--- src/rtl/id_hazard_ctrl.sv ---
// rtl/id_hazard_ctrl.sv - ID-stage scoreboard: forwarding selects, load-use and syscall drain stalls
// HAZARD_STATS_EN enables the saturating event counters; otherwise they read 0.
module id_hazard_ctrl #(
  parameter int RA_W     = 5,
  parameter int DEPTH    = 3,
  parameter int LOAD_LAT = 1,
  parameter int SYS_A    = 2,
  parameter int SYS_B    = 4,
  parameter int CNT_W    = 32
) (
  input  logic                         clk,
  input  logic                         rst,
  input  logic                         id_valid,
  input  logic [RA_W-1:0]              id_ra,
  input  logic [RA_W-1:0]              id_rb,
  input  logic                         id_use_a,
  input  logic                         id_use_b,
  input  logic [RA_W-1:0]              id_des,
  input  logic                         id_load,
  input  logic                         id_sys,
  input  logic                         flush,
  output logic                         stall,
  output logic                         bubble,
  output logic [$clog2(DEPTH+1)-1:0]   fwd_a,
  output logic [$clog2(DEPTH+1)-1:0]   fwd_b,
  output logic [CNT_W-1:0]             lu_cnt,
  output logic [CNT_W-1:0]             sys_cnt,
  output logic [CNT_W-1:0]             flush_cnt
);

  localparam int FWD_W = $clog2(DEPTH+1);

  typedef enum logic {ST_RUN, ST_SYS_WAIT} state_t;

  state_t             state, state_nxt;
  logic [DEPTH-1:0]   sb_v;
  logic [DEPTH-1:0]   sb_ld;
  logic [RA_W-1:0]    sb_des [DEPTH];

  logic [FWD_W-1:0]   sel_a, sel_b;
  logic               ld_a, ld_b;
  logic               sys_src_busy;
  logic               sys_haz;
  logic               lu_haz;
  logic               issue;

  // Scan oldest to youngest so the youngest matching writer wins.
  always_comb begin
    sel_a        = '0;
    sel_b        = '0;
    ld_a         = 1'b0;
    ld_b         = 1'b0;
    sys_src_busy = 1'b0;
    for (int i = DEPTH-1; i >= 0; i--) begin
      if (sb_v[i] && sb_des[i] == id_ra && id_ra != '0) begin
        sel_a = FWD_W'(i+1);
        ld_a  = sb_ld[i] && (i < LOAD_LAT);
      end
      if (sb_v[i] && sb_des[i] == id_rb && id_rb != '0) begin
        sel_b = FWD_W'(i+1);
        ld_b  = sb_ld[i] && (i < LOAD_LAT);
      end
      if (sb_v[i] && (sb_des[i] == RA_W'(SYS_A) || sb_des[i] == RA_W'(SYS_B)))
        sys_src_busy = 1'b1;
    end
  end

  always_comb begin
    sys_haz = id_sys && sys_src_busy;
    lu_haz  = (id_use_a && ld_a) || (id_use_b && ld_b);
    stall   = id_valid && !flush && (lu_haz || sys_haz || state == ST_SYS_WAIT);
    bubble  = stall || flush;
    fwd_a   = (id_valid && id_use_a) ? sel_a : '0;
    fwd_b   = (id_valid && id_use_b) ? sel_b : '0;
    issue   = id_valid && !stall && !flush;
  end

  always_comb begin
    state_nxt = state;
    case (state)
      ST_RUN:      if (id_valid && sys_haz && !flush) state_nxt = ST_SYS_WAIT;
      ST_SYS_WAIT: if (!sys_haz || flush)             state_nxt = ST_RUN;
      default:     state_nxt = ST_RUN;
    endcase
  end

  always_ff @(posedge clk) begin
    if (!rst) begin
      state <= ST_RUN;
      sb_v  <= '0;
      sb_ld <= '0;
      for (int i = 0; i < DEPTH; i++) sb_des[i] <= '0;
    end else begin
      state <= state_nxt;
      sb_v  <= {sb_v[DEPTH-2:0], issue};
      sb_ld <= {sb_ld[DEPTH-2:0], issue && id_load};
      for (int i = DEPTH-1; i > 0; i--) sb_des[i] <= sb_des[i-1];
      sb_des[0] <= issue ? id_des : '0;
    end
  end

`ifdef HAZARD_STATS_EN
  logic [CNT_W-1:0] lu_q, sys_q, flush_q;
  logic             lu_ev;

  assign lu_ev = id_valid && !flush && lu_haz;

  always_ff @(posedge clk) begin
    if (!rst) begin
      lu_q    <= '0;
      sys_q   <= '0;
      flush_q <= '0;
    end else begin
      if (lu_ev && lu_q != '1)                  lu_q    <= lu_q + CNT_W'(1);
      if (state == ST_SYS_WAIT && sys_q != '1)  sys_q   <= sys_q + CNT_W'(1);
      if (flush && flush_q != '1)               flush_q <= flush_q + CNT_W'(1);
    end
  end

  assign lu_cnt    = lu_q;
  assign sys_cnt   = sys_q;
  assign flush_cnt = flush_q;
`else
  assign lu_cnt    = '0;
  assign sys_cnt   = '0;
  assign flush_cnt = '0;
`endif

endmodule
--- config.mk ---
export PLATFORM = sky130hd
export DESIGN_NAME = id_hazard_ctrl
export DESIGN_NICKNAME = d
export VERILOG_FILES = /design/src/rtl/id_hazard_ctrl.sv
export SDC_FILE = /design/constraint.sdc
export NUM_CORES = 1
export LEC_CHECK = 0
export CAP_MARGIN = 30
export CORE_MARGIN = 1
export CORE_UTILIZATION = 37
export CTS_BUF_LIST = sky130_fd_sc_hd__clkbuf_2
export CTS_CLUSTER_SIZE = 30
export DETAILED_ROUTE_END_ITERATION = 7
export MAX_ROUTING_LAYER = met4
export PLACE_DENSITY = 0.83
export RECOVER_POWER = 50
export SETUP_SLACK_MARGIN = 0.4
export SYNTH_ARGS = -nofsm -noshare
export SYNTH_HDL_FRONTEND = slang
export SYNTH_SLANG_ARGS = --single-unit
--- constraint.sdc ---
create_clock -name clk -period 1.9 [get_ports clk]
set_clock_uncertainty 0.05 [all_clocks]
set_input_delay 0.19 -clock clk [delete_from_list [all_inputs] [get_ports clk]]
set_output_delay 0.19 -clock clk [all_outputs]
set_load 0.05 [all_outputs]
# Yosys cells after proc, flatten, opt, wreduce, memory -nomap -nowiden
# Memory sizes are Yosys's and may differ from the RTL's.
# Index checks and enable logic that the tools add are counted.
# op_classes
bitwise,4
n_eq_ne,12
n_reduce_logical,40
mux,22
# ops
cell,n
$eq A5 B5 Y1,6
$logic_and A1 B1 Y1,27
$mux W5,4
$mux W2,8
$eq A5 B2 Y1 const B,3
$eq A5 B3 Y1 const B,3
$reduce_bool A5 Y1,2
$mux W1,9
$logic_or A1 B1 Y1,8
$logic_not A1 Y1,3
$or A1 B1 Y1,3
$pmux W1 S2,1
$not A1 Y1,1
# word_totals
mem_bits_rw,15
n_memories,1
register_bits,5
out_inout_bits,102
# mem_list
memory,depth,width,read_ports,rd_clocked_by_memory_dff,wr,line,rtl
sb_des,3,5,3,0,3,38,logic [RA_W-1:0] sb_des [DEPTH];

# Logic depth before layout (Yosys ltp)
# An unclocked memory read counts as a cell.
# logic_depth
word_depth,16
mapped_depth,6

# Least setup slack after synthesis
# Ideal clock, no wire load.
# synth_path
path_type,input to output
startpoint,input port id_ra[1]
endpoint,output port fwd_a[1]
path_buffers,1
t_arrival_ns,2.369
stages,5
slack_ns,-0.709
cell_sequence,clkbuf_1 -> nor2_1 -> or4_1 -> nor2b_1 -> a211oi_1
# synth_via
elab_chain_cells,7
# synth_rtl
item,line,rtl
"start, declared",14,"input logic [RA_W-1:0] id_ra,"
$eq A5 B5 Y1,55,if (sb_v[i] && sb_des[i] == id_ra && id_ra != '0) begin
$logic_and A1 B1 Y1 (2 in series),55,
$mux W2 (2 in series),55,
$mux W2 *,55,
$mux W2 *,73,fwd_a = (id_valid && id_use_a) ? sel_a : '0;
"end, declared",24,"output logic [$clog2(DEPTH+1)-1:0] fwd_a,"
# Every way passes the cells marked *; elsewhere a longest branch is shown, timed or not.

==> flow_metrics.py <==
metrics = {
    "routing": {
        "routed_via_density": 3.884,
        "drt_iter0_drc": 7,
        "wl_mm": 3.602,
        "drc": 0,
        "dr.pass1.iters": 4,
        "dr_total_vias": 1344,
        "post_drt_wl_per_cell_um": 10.41,
        "ant_nets": 0,
    },
    "sta": {
        "hold_viol": 0,
        "fin_ws_ns": -0.2478,
        "fin_crit_sh": 1.130,
        "setup_viol": 6,
        "rsz0062_at_grt": "yes",
        "slew_viol_final": 0,
        "finalSetupTns_ns": -1.259,
        "fmax_ghz": 0.4656,
        "fin_crit_ns": 2.148,
    },
    "synthesis": {
        "synth_flop_cell": "dfxtp_1",
        "synthDistinctLibCells": 30,
        "ys_async_sr_fraction": 0,
        "synth.most_common_cell": "buf_4",
        "synth_compound_gate_area_share": 0.04091,
        "synth_top_family_by_area": "buffers and inverters",
        "yosys_register_bits": 20,
        "yosysWarnings": 0,
        "synthCells": 222,
        "netlist.area_leader.share": 0.3863,
        "synth-xor-area-share": 0.1549,
        "synth_common_cells": "buf_4, xnor2_1, dfxtp_1",
        "yosys.area_share.simple": 0.1932,
        "synth_area_um2": 1866,
        "synth.yosys.seq_area_share": 0.2146,
        "synthTopCellsByArea": "buf_4, dfxtp_1, xnor2_1",
        "synth_top_area_cell": "buf_4",
        "avgSynthCellArea_um2": 8.403,
        "synth_edf_count": 0,
        "synth_fa_ha_area_frac": 0,
        "synthMuxAreaShare": 0,
    },
    "floorplan": {
        "ios": 125,
        "dieArea_um2": 5330,
        "dieHeight_um": 73.01,
        "fp-row-count": 25,
        "start_util": 0.3898,
        "fp.dieW_um": 73.01,
        "coreArea_um2": 4786,
    },
    "worst_setup_path": {
        "path_buf_inv": 2,
        "cpPeakStageDelay_ns": 0.41,
        "critPathLaunchType": "register",
        "worst-path-max-fanout": 3,
        "worstSetupPathType": "register to output pin",
        "crit_family": "simple AND/OR/NAND/NOR gates",
        "crit_path_cell_trace": "xnor2_2 > nand4_1 > nor4_4 > buf_4 > nor2b_4 > a211oi_4 > buf_12",
        "required_ns": 1.66,
        "ff2ff_setup_slack_ns": 0.09,
        "slowest_stage": "dfxtp_4",
        "worstSetupEndpointType": "output pin",
        "arrival_ns": 1.91,
    },
    "place": {
        "portBuffers": 28,
        "gp_congestion": 0.8917,
        "dp_hpwl_mm": 2.867,
    },
    "layout": {
        "utilization": 0.5187,
        "fin_nets": 303,
        "n_fill_cell": 439,
        "num_antenna_cells": 0,
        "drive_above_1_share": 0.3333,
        "area_growth_pct": 33.07,
    },
    "clock_tree": {
        "cts_tree": "yes",
        "clock_sinks": 20,
        "hold_buffers": 0,
        "cts_buffers": 3,
        "clk_path_buf_depth": 2,
        "clkTransAtPathRegs_ns": 0.18,
        "cts-root-buf": "clkbuf_2",
        "h-tree-depth": 1,
        "clk-insertion-delay-late_ns": 0.32,
    },
    "power": {
        "ir_worst_vdd_mv": 0.3843,
        "power_leakage_nw": 1.139,
        "power.density_nw_per_um2": 549.4,
    },
    "global_route": {
        "track_usage": 0.1360,
        "grt_overflow_total": 0,
        "grt_max_degree": 14,
        "busiest_layer": "met2",
        "antenna_found_initial": 0,
        "grt_pass1_vias": 1175,
        "grt_util_met3": 0.009669,
        "grt_util_met2": 0.2521,
        "grt_pass1_wl_mm": 5.368,
        "grtUsageMet1": 0.1579,
    },
    "job": {
        "drv_cap": 0,
    },
    "status": {
        "violations": "setup timing",
        "status": "finished, violations left",
    },
    "worst_hold_path": {
        "hp-class": "primary input to register",
    },
}
==> metrics by stage <==
| stage | cell area [um^2] | hold WS (ns) | instances | total power [mW] | setup WS, ns |
|---|---|---|---|---|---|
| detailed placement | 2145 | 0.4572 | 329 | 1.037 | -0.3982 |
| finish | 2482 | 0.3378 | 346 | 1.364 | -0.2478 |
| CTS | 2430 | 0.3434 | 343 | 1.359 | -0.2968 |
| global route | 2482 | 0.3245 | 346 | 1.419 | -0.3617 |
| floorplan | 2371 | 0.2193 | 317 | 1.096 | 0.03967 |
| global placement | 2145 | 0.4469 | 329 | 1.033 | -0.3967 |
==> kinds of logic after synthesis <==
logic type | count (synthesis)
buf+inv | 100
simple gates | 58
xor+xnor | 33
flops | 20
compound gates | 10
other cells | 1
==> power by group <==
group	switching [mW]	leakage [nW]	internal (mW)
logic	0.506	0.941	0.111
registers	0.0120	0.171	0.422
clock network	0.132	0.0266	0.182
total	0.650	1.14	0.714
==> state kept, by name, indices dropped and copies added (netlist names) <==
register	count
state	1
sb_v	3
sb_ld	1
sb_des	15
==> layout by cell type, fill, tap and decap left out, types with 4 or more instances in the layout <==
cell type        count
conb_1              96
buf_4               22
and2_1              17
xnor2_1             13
clkdlybuf4s50_1     11
xor2_1              10
xnor2_2              9
dfxtp_2              9
buf_6                8
nand2_1              6
dfxtp_4              6
dlygate4sd2_1        5
dfxtp_1              5
nor2_1               4
nand4_1              4
nor3_4               4
==> final timing paths <==
| path | to | cells after the start | startpoint |
|---|---|---|---|
| max | fwd_a[1] | 7 | sb_des[0][14] |
| min | sb_des[0][1] | 2 | id_des[1] |
| max reg2reg | sb_des[0][0] | 8 | sb_des[0][6] |
| min reg2reg | sb_des[0][5] | 1 | sb_des[0][0] |
==> area by class of cell <==
class	count	area, um^2	share of cell area
flip-flops and latches	20	434.2	0.1749
repair buffers	57	538.0	0.2167
clock buffers	3	15.01	0.006048
well taps	67	83.83	0.03377
clock inverters	1	30.03	0.01210
inverters	1	3.754	0.001512
multi-input cells	197	1378	0.5549
==> per-layer routing <==
layer,up-vias,share of wire
li1,644,-
met1,624,0.37
met2,70,0.57
met3,6,0.048
met4,0,0.010
met5,-,0
==> repair_timing <==
action                     4_1_cts  5_1_grt
resized for setup               63        7
gates cloned                     0        0
setup endpoints to repair       13       13
setup buffers                   10        3
pin swaps                       20       12
==> worst reg2reg max path, cell delays in order (launching register included) <==
cell     delay, ns
dfxtp_4       0.39
buf_6         0.12
xor2_2        0.18
a21oi_2       0.17
a31oi_4       0.13
buf_6         0.13
buf_6         0.10
nor4_4        0.32
and2_1        0.17
Power figures use the tool's default switching activity.
